`src/rtl/uart_cmd_pkg.sv`:
```
// -----------------------------------------------------------------------------
// uart_cmd_pkg
// Shared types for the UART command-frame sequencer.
//   seq_state_t        : sequencer FSM states
//   cmd_frame_t        : one command frame at the default frame size
//   CMD_FRAME_DEFAULT  : value of an empty (reset) frame
//   active_count()     : clamps the requested entry count into 1..max_n
// -----------------------------------------------------------------------------
package uart_cmd_pkg;

    localparam int CMD_BUF_BYTES_DEF = 12;
    localparam int CMD_NUM_DEF       = 4;

    typedef enum logic [2:0] {
        IDLE = 3'd0,
        LOAD = 3'd1,
        REQ  = 3'd2,
        WAIT = 3'd3,
        GAP  = 3'd4,
        DONE = 3'd5
    } seq_state_t;

    typedef logic [CMD_BUF_BYTES_DEF-1:0][7:0] cmd_frame_t;

    localparam cmd_frame_t CMD_FRAME_DEFAULT = '0;

    // A request of 0 entries, or more than the table holds, means "all of them".
    function automatic int unsigned active_count(input int unsigned num,
                                                 input int unsigned max_n);
        return ((num == 0) || (num > max_n)) ? max_n : num;
    endfunction

endpackage

```
`src/rtl/uart_cmd_table.sv`:
```
// -----------------------------------------------------------------------------
// uart_cmd_table
// Byte-writable table of NUM_CMDS command frames with one full-frame read port.
// Cleared to zero on reset. Writes with an out-of-range entry or byte index are
// dropped.
//   clk, rst_n   : clock, async active-low reset
//   we_i         : byte write strobe
//   wr_idx_i     : entry to write
//   wr_sel_i     : byte within entry
//   wr_data_i    : byte value
//   rd_idx_i     : entry presented on rd_frame_o (combinational read)
//   rd_frame_o   : full frame of entry rd_idx_i
// -----------------------------------------------------------------------------
module uart_cmd_table
    import uart_cmd_pkg::*;
#(
    parameter int BUF_BYTES = CMD_BUF_BYTES_DEF,
    parameter int NUM_CMDS  = CMD_NUM_DEF,
    parameter int IDX_W     = 2,
    parameter int SEL_W     = 4
) (
    input  logic                      clk,
    input  logic                      rst_n,
    input  logic                      we_i,
    input  logic [IDX_W-1:0]          wr_idx_i,
    input  logic [SEL_W-1:0]          wr_sel_i,
    input  logic [7:0]                wr_data_i,
    input  logic [IDX_W-1:0]          rd_idx_i,
    output logic [BUF_BYTES-1:0][7:0] rd_frame_o
);

    logic [BUF_BYTES-1:0][7:0] mem_q [NUM_CMDS];
    logic                      wr_ok;

    assign wr_ok = (32'(wr_idx_i) < NUM_CMDS) && (32'(wr_sel_i) < BUF_BYTES);

    always_ff @(posedge clk or negedge rst_n) begin
        if (!rst_n) begin
            for (int i = 0; i < NUM_CMDS; i++) begin
                mem_q[i] <= '0;
            end
        end else if (we_i && wr_ok) begin
            mem_q[wr_idx_i][wr_sel_i] <= wr_data_i;
        end
    end

    // Guard keeps a non-power-of-two table from reading past its last entry.
    assign rd_frame_o = (32'(rd_idx_i) < NUM_CMDS) ? mem_q[rd_idx_i] : '0;

endmodule

```
`src/rtl/uart_cmd_sequencer.sv`:
```
// -----------------------------------------------------------------------------
// uart_cmd_sequencer
// Steps through a table of command frames and hands each one to the UART
// transmitter with a start/busy/done handshake, with a programmable idle gap
// between frames. The table can be sent once or looped.
//
// Ports
//   clk, rst_n                 : clock, async active-low reset
//   cfg_we/cfg_idx/
//   cfg_byte_sel/cfg_data      : table byte write port (usable in any state)
//   num_cmds                   : active entries (0 or too large = all)
//   gap_cycles                 : idle cycles between frames
//   loop_en                    : wrap to entry 0 after the last active entry
//   go                         : start request, sampled in IDLE/DONE
//   abort                      : stop request (never truncates a frame on air)
//   uart_busy, uart_done       : transmitter accept / frame-complete
//   uart_start                 : frame-valid request to the transmitter
//   cmd_buf                    : frame being sent
//   cur_idx                    : table entry of cmd_buf
//   seq_busy, seq_done         : status
//
// state | meaning
// ------+---------------------------------------------------------------
// IDLE  | stopped; waiting for go
// LOAD  | copy table[idx] into cmd_buf (one cycle)
// REQ   | uart_start high until the transmitter shows busy
// WAIT  | frame on air; waiting for uart_done
// GAP   | counting inter-frame idle cycles, then pick next entry
// DONE  | table sent once; seq_done high; waiting for go
// -----------------------------------------------------------------------------
module uart_cmd_sequencer
    import uart_cmd_pkg::*;
#(
    parameter int  BUF_BYTES = CMD_BUF_BYTES_DEF,
    parameter int  NUM_CMDS  = CMD_NUM_DEF,
    parameter int  GAP_W     = 16,
    localparam int IDX_W     = (NUM_CMDS > 1) ? $clog2(NUM_CMDS) : 1,
    localparam int SEL_W     = (BUF_BYTES > 1) ? $clog2(BUF_BYTES) : 1
) (
    input  logic                      clk,
    input  logic                      rst_n,
    input  logic                      cfg_we,
    input  logic [IDX_W-1:0]          cfg_idx,
    input  logic [SEL_W-1:0]          cfg_byte_sel,
    input  logic [7:0]                cfg_data,
    input  logic [IDX_W:0]            num_cmds,
    input  logic [GAP_W-1:0]          gap_cycles,
    input  logic                      loop_en,
    input  logic                      go,
    input  logic                      abort,
    input  logic                      uart_busy,
    input  logic                      uart_done,
    output logic                      uart_start,
    output logic [BUF_BYTES-1:0][7:0] cmd_buf,
    output logic [IDX_W-1:0]          cur_idx,
    output logic                      seq_busy,
    output logic                      seq_done
);

    typedef logic [BUF_BYTES-1:0][7:0] frame_t;

    seq_state_t       state_q, state_d;
    logic [IDX_W-1:0] idx_q, idx_d;
    logic [IDX_W-1:0] cur_idx_q, cur_idx_d;
    frame_t           cmd_buf_q, cmd_buf_d;
    logic             uart_start_q, uart_start_d;
    logic [GAP_W-1:0] gap_q, gap_d;
    logic             abort_pend_q, abort_pend_d;

    frame_t           tbl_frame;

    int unsigned      act_cnt;
    logic             last_entry;
    logic [IDX_W-1:0] adv_idx;
    seq_state_t       adv_state;
    seq_state_t       end_state;
    logic [IDX_W-1:0] end_idx;
    logic [GAP_W-1:0] end_gap;

    uart_cmd_table #(
        .BUF_BYTES (BUF_BYTES),
        .NUM_CMDS  (NUM_CMDS),
        .IDX_W     (IDX_W),
        .SEL_W     (SEL_W)
    ) u_table (
        .clk        (clk),
        .rst_n      (rst_n),
        .we_i       (cfg_we),
        .wr_idx_i   (cfg_idx),
        .wr_sel_i   (cfg_byte_sel),
        .wr_data_i  (cfg_data),
        .rd_idx_i   (idx_q),
        .rd_frame_o (tbl_frame)
    );

    // Next-entry decision and end-of-frame routing. With a zero gap the GAP
    // state is skipped entirely so uart_done -> uart_start stays at 2 cycles;
    // otherwise the counter is preloaded with gap-1 so GAP lasts exactly
    // gap_cycles cycles.
    always_comb begin
        act_cnt    = active_count(32'(num_cmds), NUM_CMDS);
        last_entry = ((32'(idx_q) + 32'd1) >= act_cnt);
        adv_idx    = last_entry ? '0 : (idx_q + IDX_W'(1));
        adv_state  = (last_entry && !loop_en) ? DONE : LOAD;
        if (gap_cycles == '0) begin
            end_state = adv_state;
            end_idx   = adv_idx;
            end_gap   = '0;
        end else begin
            end_state = GAP;
            end_idx   = idx_q;
            end_gap   = gap_cycles - GAP_W'(1);
        end
    end

    always_comb begin
        state_d      = state_q;
        idx_d        = idx_q;
        cur_idx_d    = cur_idx_q;
        cmd_buf_d    = cmd_buf_q;
        uart_start_d = uart_start_q;
        gap_d        = gap_q;
        abort_pend_d = abort_pend_q;

        case (state_q)
            IDLE, DONE: begin
                uart_start_d = 1'b0;
                abort_pend_d = 1'b0;
                if (!abort && go) begin
                    state_d = LOAD;
                    idx_d   = '0;
                end
            end

            LOAD: begin
                if (abort) begin
                    state_d      = IDLE;
                    uart_start_d = 1'b0;
                end else begin
                    cmd_buf_d    = tbl_frame;
                    cur_idx_d    = idx_q;
                    uart_start_d = 1'b1;
                    state_d      = REQ;
                end
            end

            REQ: begin
                if (abort) begin
                    state_d      = IDLE;
                    uart_start_d = 1'b0;
                end else if (uart_busy) begin
                    uart_start_d = 1'b0;
                    if (uart_done) begin
                        state_d = end_state;
                        idx_d   = end_idx;
                        gap_d   = end_gap;
                    end else begin
                        state_d = WAIT;
                    end
                end
            end

            // An abort here is remembered and honoured once the frame is out.
            WAIT: begin
                abort_pend_d = abort_pend_q | abort;
                if (uart_done) begin
                    abort_pend_d = 1'b0;
                    if (abort_pend_q || abort) begin
                        state_d = IDLE;
                    end else begin
                        state_d = end_state;
                        idx_d   = end_idx;
                        gap_d   = end_gap;
                    end
                end
            end

            GAP: begin
                if (abort) begin
                    state_d = IDLE;
                end else if (gap_q == '0) begin
                    state_d = adv_state;
                    idx_d   = adv_idx;
                end else begin
                    gap_d = gap_q - GAP_W'(1);
                end
            end

            default: begin
                state_d      = IDLE;
                uart_start_d = 1'b0;
            end
        endcase
    end

    always_ff @(posedge clk or negedge rst_n) begin
        if (!rst_n) begin
            state_q      <= IDLE;
            idx_q        <= '0;
            cur_idx_q    <= '0;
            cmd_buf_q    <= '0;
            uart_start_q <= 1'b0;
            gap_q        <= '0;
            abort_pend_q <= 1'b0;
        end else begin
            state_q      <= state_d;
            idx_q        <= idx_d;
            cur_idx_q    <= cur_idx_d;
            cmd_buf_q    <= cmd_buf_d;
            uart_start_q <= uart_start_d;
            gap_q        <= gap_d;
            abort_pend_q <= abort_pend_d;
        end
    end

    assign uart_start = uart_start_q;
    assign cmd_buf    = cmd_buf_q;
    assign cur_idx    = cur_idx_q;
    assign seq_busy   = (state_q != IDLE) && (state_q != DONE);
    assign seq_done   = (state_q == DONE);

endmodule

```
`config.mk`:
```
export PLATFORM = sky130hd
export DESIGN_NAME = uart_cmd_sequencer
export DESIGN_NICKNAME = d
export VERILOG_FILES = /design/src/rtl/uart_cmd_pkg.sv /design/src/rtl/uart_cmd_table.sv /design/src/rtl/uart_cmd_sequencer.sv
export SDC_FILE = /design/constraint.sdc
export NUM_CORES = 1
export LEC_CHECK = 0
export CORE_MARGIN = 2
export CORE_UTILIZATION = 45
export CTS_BUF_LIST = sky130_fd_sc_hd__clkbuf_8
export DETAILED_ROUTE_END_ITERATION = 12
export PLACE_DENSITY_LB_ADDON = 0.3
export SLEW_MARGIN = 0
export SYNTH_ARGS = -nofsm -noshare
export SYNTH_HDL_FRONTEND = slang
export SYNTH_SLANG_ARGS = --single-unit
```
`constraint.sdc`:
```
create_clock -name clk -period 2.73 [get_ports clk]
set_input_delay 0.4095 -clock clk [delete_from_list [all_inputs] [get_ports clk]]
set_output_delay 0.4095 -clock clk [all_outputs]
set_load 0.01 [all_outputs]
```
Word level (Yosys, flattened, before mapping)
Cells that the tools add are included.
- bits in registers: 505
- input bits: 41
- output and inout port bits: 101
- word-level logic and storage cells: 172
- add/sub/neg operators: 4
- magnitude comparators: 8
- equality and inequality tests: 17
- mux-type cells: 47
- bitwise gates (word level): 5
- reduce and logical (&&, ||, !) cells: 25
- operator list (kind ; number):
    bitwise mux 384 bit ; 1
    two-way mux 96 bit ; 3
    binary-select mux 96 bit (select 2 bit) ; 1
    demux 96 bit (select 2 bit) ; 1
    two-way mux 16 bit ; 8
    one-hot mux 16 bit (3 select lines) ; 1
    two-way mux 3 bit ; 11
    demux 8 bit (select 4 bit) ; 1
    logical NOT 16 bit ; 2
    subtractor 16 x 1 -> 16 bit, second input constant ; 2
    two-way mux 2 bit ; 11
    inequality test 2 bit, second input constant ; 9
    one-hot mux 3 bit (5 select lines) ; 1
    inequality test 3 bit, second input constant ; 3
    AND reduction 9 bit ; 1
    two-way mux 8 bit ; 1
    one-hot mux 2 bit (4 select lines) ; 1
    AND reduction 8 bit ; 1
    equality test 3 x 2 -> 1 bit, second input constant ; 2
    equality test 3 bit, second input constant ; 2
    greater-or-equal comparator 3 bit, second input constant ; 2
    logical AND 1 bit ; 6
    logical NOT 3 bit ; 2
    inverter 2 -> 3 bit ; 2
    22 further kinds ; 31

Logic depth before layout (Yosys ltp)
- depth in word-level cells: 11
- gate-level depth with buffers: 10
- depth with buffers taken out: 10

Modules after synthesis
Synthesis repeated with hierarchy kept, for this count alone.
- cells, all modules: 1476
- area total of the unflattened synthesis: 22658.0 um^2
- by module, submodules not included (module ; instances ; cells an instance ; area each (um^2) ; sequential area each (um^2)):
    uart_cmd_table ; 1 ; 1010 ; 17036.3 ; 9609.2
    uart_cmd_sequencer ; 1 ; 466 ; 5621.6 ; 3027.9

Worst setup path after synthesis
Ideal clock, no wire load.
- kind: input port to flip-flop
- start: in num_cmds[0]
- end: reg state_q[2]
- setup time: 0.121 ns
- arrival: 2.283 ns
- required time: 2.609 ns
- path slack: 0.326 ns
- stages: 10
- path buffers: 0
- cells stage by stage: or2_2 -> ha_1 -> nor2b_1 -> ha_1 -> nand2b_1 -> a21o_1 -> a21o_1 -> a21o_1 -> a32o_1 -> a22o_1
- cells in the longest elaborated chain, start to end: 11
- elaborated cells on any way between the ends: 16
- those cells by class: order compare (2); mux (11); reduce/logical (3)
- ends and longest elaborated chain (item ; line ; source):
    from (decl) ; uart_cmd_sequencer.sv:46 ; input logic [IDX_W:0] num_cmds,
    > comparator 3 bit / logical NOT 3 bit (equally long branches) ; uart_cmd_pkg.sv:30 ; return ((num == 0) || (num > max_n)) ? max_n : num;
    logical OR 1 bit ; uart_cmd_pkg.sv:30 ;
    two-way mux 3 bit * ; uart_cmd_pkg.sv:30 ;
    greater-or-equal comparator 3 bit * ; uart_cmd_sequencer.sv:102 ; last_entry = ((32'(idx_q) + 32'd1) >= act_cnt);
    logical AND 1 bit * ; uart_cmd_sequencer.sv:104 ; adv_state = (last_entry && !loop_en) ? DONE : LOAD;
    two-way mux 3 bit * ; uart_cmd_sequencer.sv:104 ;
    two-way mux 3 bit ; uart_cmd_sequencer.sv:105 ; if (gap_cycles == '0) begin
    two-way mux 3 bit ; uart_cmd_sequencer.sv:153 ; if (uart_done) begin
    two-way mux 3 bit ; uart_cmd_sequencer.sv:151 ; end else if (uart_busy) begin
    two-way mux 3 bit ; uart_cmd_sequencer.sv:148 ; if (abort) begin
    one-hot mux 3 bit (5 select lines) * ; uart_cmd_sequencer.sv:125 ; case (state_q)
    to (signal assigned) ; uart_cmd_sequencer.sv:206 ; state_q <= state_d;
    to (decl) ; uart_cmd_sequencer.sv:62 ; seq_state_t state_q, state_d;
Every way passes the cells marked *; elsewhere a longest branch is shown, timed or not. The select of a mux whose other input is x is not followed.
A chain may end at the register's enable or synchronous reset.

Worst setup path after layout
- start: reg state_q[1]
- end: out seq_done
- cells in the longest elaborated chain, start to end: 1
- ends and longest elaborated chain (item ; line ; source):
    equality test 3 bit ; uart_cmd_sequencer.sv:220 ; assign seq_done = (state_q == DONE);
    to (decl) ; uart_cmd_sequencer.sv:57 ; output logic seq_done
No other way between the ends.

==> summary.txt <==
Clock tree
  • Skew-Pair Late Insertion Delay: 0.64 ns
  • CTS clk-pin slew, worst paths: 0.06 ns
  • Worst-case clock buffer depth: 3
  • H-tree depth: 3
  • Num CTS Buffers: 85
  • CTS Root Cell: clkbuf_8
  • CTS tree: yes
  • Clock sink count: 505

Timing
  • Post-route clock skew: 0.02283 ns
  • WHS: 0.3640 ns
  • Fin crit period: 2.496 ns
  • RSZ-0062 raised after global routing: false
  • Tcrit/Tclk final: 91.41%
  • Worst-Margin Slew: 1.052 ns
  • Final hold vios: 0
  • Final setup viols: 0
  • Final setup TNS: 0 ns
  • Headroom to the max-slew limit: 29.89%
  • Max Clock Freq: 400.7 MHz
  • Fin. max-slew vios: 0

Floorplanning
  • Die width: 228.3 um
  • # rows: 82
  • Die Span Y: 228.3 um
  • Die Area: 0.05214 mm2
  • Initial Utilization: 45.32%
  • Core area: 0.04997 mm2
  • Ports: 142

Worst setup path
  • Crit Path Category: flop to primary output
  • Worst R2R Setup Slack: 0.49 ns
  • Worst setup SP type: flop
  • Crit path max-delay family: buffers and inverters
  • CP max-delay cell: clkdlybuf4s50_1
  • End of the critical path: seq_done
  • CP Cell Sequence: nand2b_1 -> nor2_1 -> clkdlybuf4s50_1
  • Stages on worst setup path: 3
  • Cells on worst reg2reg path: 4
  • Reg2reg end: cmd_buf[23]
  • WP buf/inv: 1
  • Crit Path Max Fanout: 20
  • Crit. Startpoint: state_q[1]
  • Reg2reg start: idx_q[0]
  • CP required: 2.32 ns
  • Crit-path max cell delay: 0.54 ns
  • Crit end category: primary output
  • Worst path arrival time: 2.09 ns

Yosys
  • Post-synth EDFFs: 0
  • #FFs+latches synth: 505
  • Ys async rst share: 100.0%
  • Synthesized Nets: 1529
  • Ys flop type: dfrtp_1
  • Distinct cells, synth: 70
  • Synthesized instance count: 1480
  • Area of the mapped netlist: 0.02265 mm2
  • Synthesized area per cell: 15.30 um2
  • Syn. warnings: 0
  • Post-synthesis sequential area ratio: 55.80%

Detailed routing
  • Vias: 13150
  • Avg Vias per Cell: 5.429
  • Iteration-0 DRC count of the detailed router: 618
  • DRT antenna net count: 0
  • DRT Wirelength: 48510 um
  • DR WL/cell: 20.03 um
  • Pre-antenna DRT Iters: 5
  • DRC Markers: 0

Power and ir drop
  • VDD IR max: 632.0 uV
  • Power per Cell Area: 826.1 mW/mm2
  • Switching Fraction: 28.57%
  • Lkg Pwr: 12.68 nW
  • Clock share of power: 31.1%
  • PnR Total Power: 22.46 mW
  • Part of the power in registers: 43.0%
  • Combinational share of power: 25.9%
  • Switching power: 6.415 mW
  • Cell internal pwr: 16.04 mW

GRT
  • Grt total ovfl: 0
  • Global-route wire length before repair: 78940 um
  • Initial antenna violation count: 1
  • Largest net degree at the start of global routing: 99
  • GRT Total Usage: 19.14%
  • Vias in the first global route: 14268

Final layout
  • Share of layout cells above drive strength 1: 39.54%
  • Antenna Cells: 0
  • Final Cell Area: 0.02718 mm2
  • Fillers: 4162
  • Finished Layout Cells: 2422
  • Nets: 1734
  • Layout area overhead: 20.04%

Outcome
  • Status: finished, final reports clean

Flow run
  • MaxCap Viol Count: 0

Placement
  • Placed inst area: 0.02537 mm2
  • Input/output buffers: 141
  • HPWL Detailed: 30350 um
  • Post-Place Cells: 2269
  • Gpl congestion: 0.8002

Hold path
  • Hold Path Class: primary input to async pin
[state kept, by name (all words and copies together), names as in the netlist]
signal         count
abort_pend_q       1
cmd_buf           96
cur_idx            2
gap_q             16
idx_q              2
state_q            3
u_table.mem_q    384
uart_start         1
[layout make-up]
| cell class | instances | area (um2) | area share (%) |
|---|---|---|---|
| clock inverter | 39 | 247.7 | 0.9113 |
| sequential | 505 | 12650 | 46.53 |
| timing repair buffer | 217 | 2287 | 8.413 |
| multi-input combinational | 865 | 9564 | 35.18 |
| inverter | 11 | 41.29 | 0.1519 |
| tap | 672 | 840.8 | 3.093 |
| clock buffer | 113 | 1555 | 5.721 |
[cell usage after synthesis, drive strengths merged (2+ instances only)]
master | number | area share [%]
a22o | 4 | 0.15
nor2b | 2 | 0.055
nor3b | 4 | 0.15
or2 | 2 | 0.055
a21oi | 25 | 0.55
and2 | 3 | 0.083
a32o | 2 | 0.088
mux2 | 483 | 24
nand3 | 9 | 0.22
o22ai | 3 | 0.083
nor2 | 28 | 0.48
o21ai | 28 | 0.62
ha | 8 | 0.44
and3 | 3 | 0.083
clkbuf | 76 | 1.3
or4 | 2 | 0.099
xnor2 | 7 | 0.27
inv | 11 | 0.18
o21a | 2 | 0.066
xor2 | 7 | 0.27
nand3b | 3 | 0.099
nor4 | 13 | 0.82
buf | 23 | 0.55
nand2 | 65 | 1.1
mux4 | 96 | 9.5
nand4 | 3 | 0.083
o311ai | 3 | 0.15
nand2b | 10 | 0.31
dfrtp | 505 | 56
nor3 | 23 | 0.90
a21o | 4 | 0.13
[worst min-delay path by stage]
stage	from	end	slack [ns]	depth (start not counted)
detailed placement	rst_n	cmd_buf[89]	0.45	1
floorplan	rst_n	abort_pend_q	0.11	0
CTS	rst_n	cmd_buf[90]	0.33	2
global placement	rst_n	cmd_buf[89]	0.44	1
global route	rst_n	cmd_buf[89]	0.39	2
finish	rst_n	cmd_buf[89]	0.36	2
[through the flow]
| step | setup WS [ns] | util, % |
|---|---|---|
| floorplan | 0.3265 | - |
| global placement | -0.1909 | 50.77 |
| detailed placement | -0.1821 | 50.77 |
| CTS | 0.04021 | 54.40 |
| global route | 0.08488 | 54.41 |
| finish | 0.2345 | 54.41 |
[placed cells by master, fill, tap and decap left out, types with 9 or more instances in the layout]
| master | n |
|---|---|
| dfrtp_1 | 500 |
| mux2_2 | 321 |
| mux2_1 | 138 |
| clkdlybuf4s50_1 | 132 |
| clkbuf_8 | 113 |
| mux4_2 | 96 |
| nand2_1 | 64 |
| buf_4 | 48 |
| inv_1 | 28 |
| nor2_1 | 27 |
| buf_12 | 27 |
| a21oi_1 | 25 |
| mux2_4 | 24 |
| clkinv_2 | 18 |
| o21ai_0 | 16 |
| nor3_1 | 14 |
| o21ai_1 | 12 |
| nand2b_1 | 9 |
[worst reg2reg max path, cell delays in order (launching register included)]
cell	delay, ns
dfrtp_4	0.44
buf_12	0.30
buf_4	0.48
mux4_2	0.60
mux2_2	0.29
[cell families after synthesis]
group / after synthesis / synth area share (%)
buffers and inverters: 110 / 1.994
AND/OR/NAND/NOR: 178 / 4.840
multiplexers: 580 / 34.01
XOR/XNOR: 14 / 0.5414
flip-flops: 505 / 55.80
adder cells (fa/ha/maj): 8 / 0.4420
AO/OA/AOI/OAI: 85 / 2.376
[what timing repair did]
| item | 4_1_cts | 5_1_grt |
|---|---|---|
| hold endpoints to repair | 59 | 0 |
| hold buffers | 1 | 0 |
| resized for setup | 0 | 3 |
| setup endpoints to repair | 0 | 2 |
| setup buffers | 0 | 0 |
[routing by layer]
metal,up-vias,GRT usage (%),wire (um),share of wire (%)
met2,213,31.44,23690,49
met3,75,3.456,1704,3.5
met1,6948,25.85,21990,45
met5,-,0,13,0.027
li1,5912,-,-,-
met4,2,6.413,1114,2.3
[power groups by stage]
stage          combinational (mW)  clock, mW  sequential [mW]
4_1_cts                      5.95       7.19             9.66
5_1_grt                      6.30       7.53             9.84
3_5_place_dp                 5.92          0             9.78
3_3_place_gp                 5.85          0             9.71
6_report                     5.82       6.98             9.66
2_1_floorplan                3.44          0             9.75
Note: power is estimated with default switching activity, not from simulation.
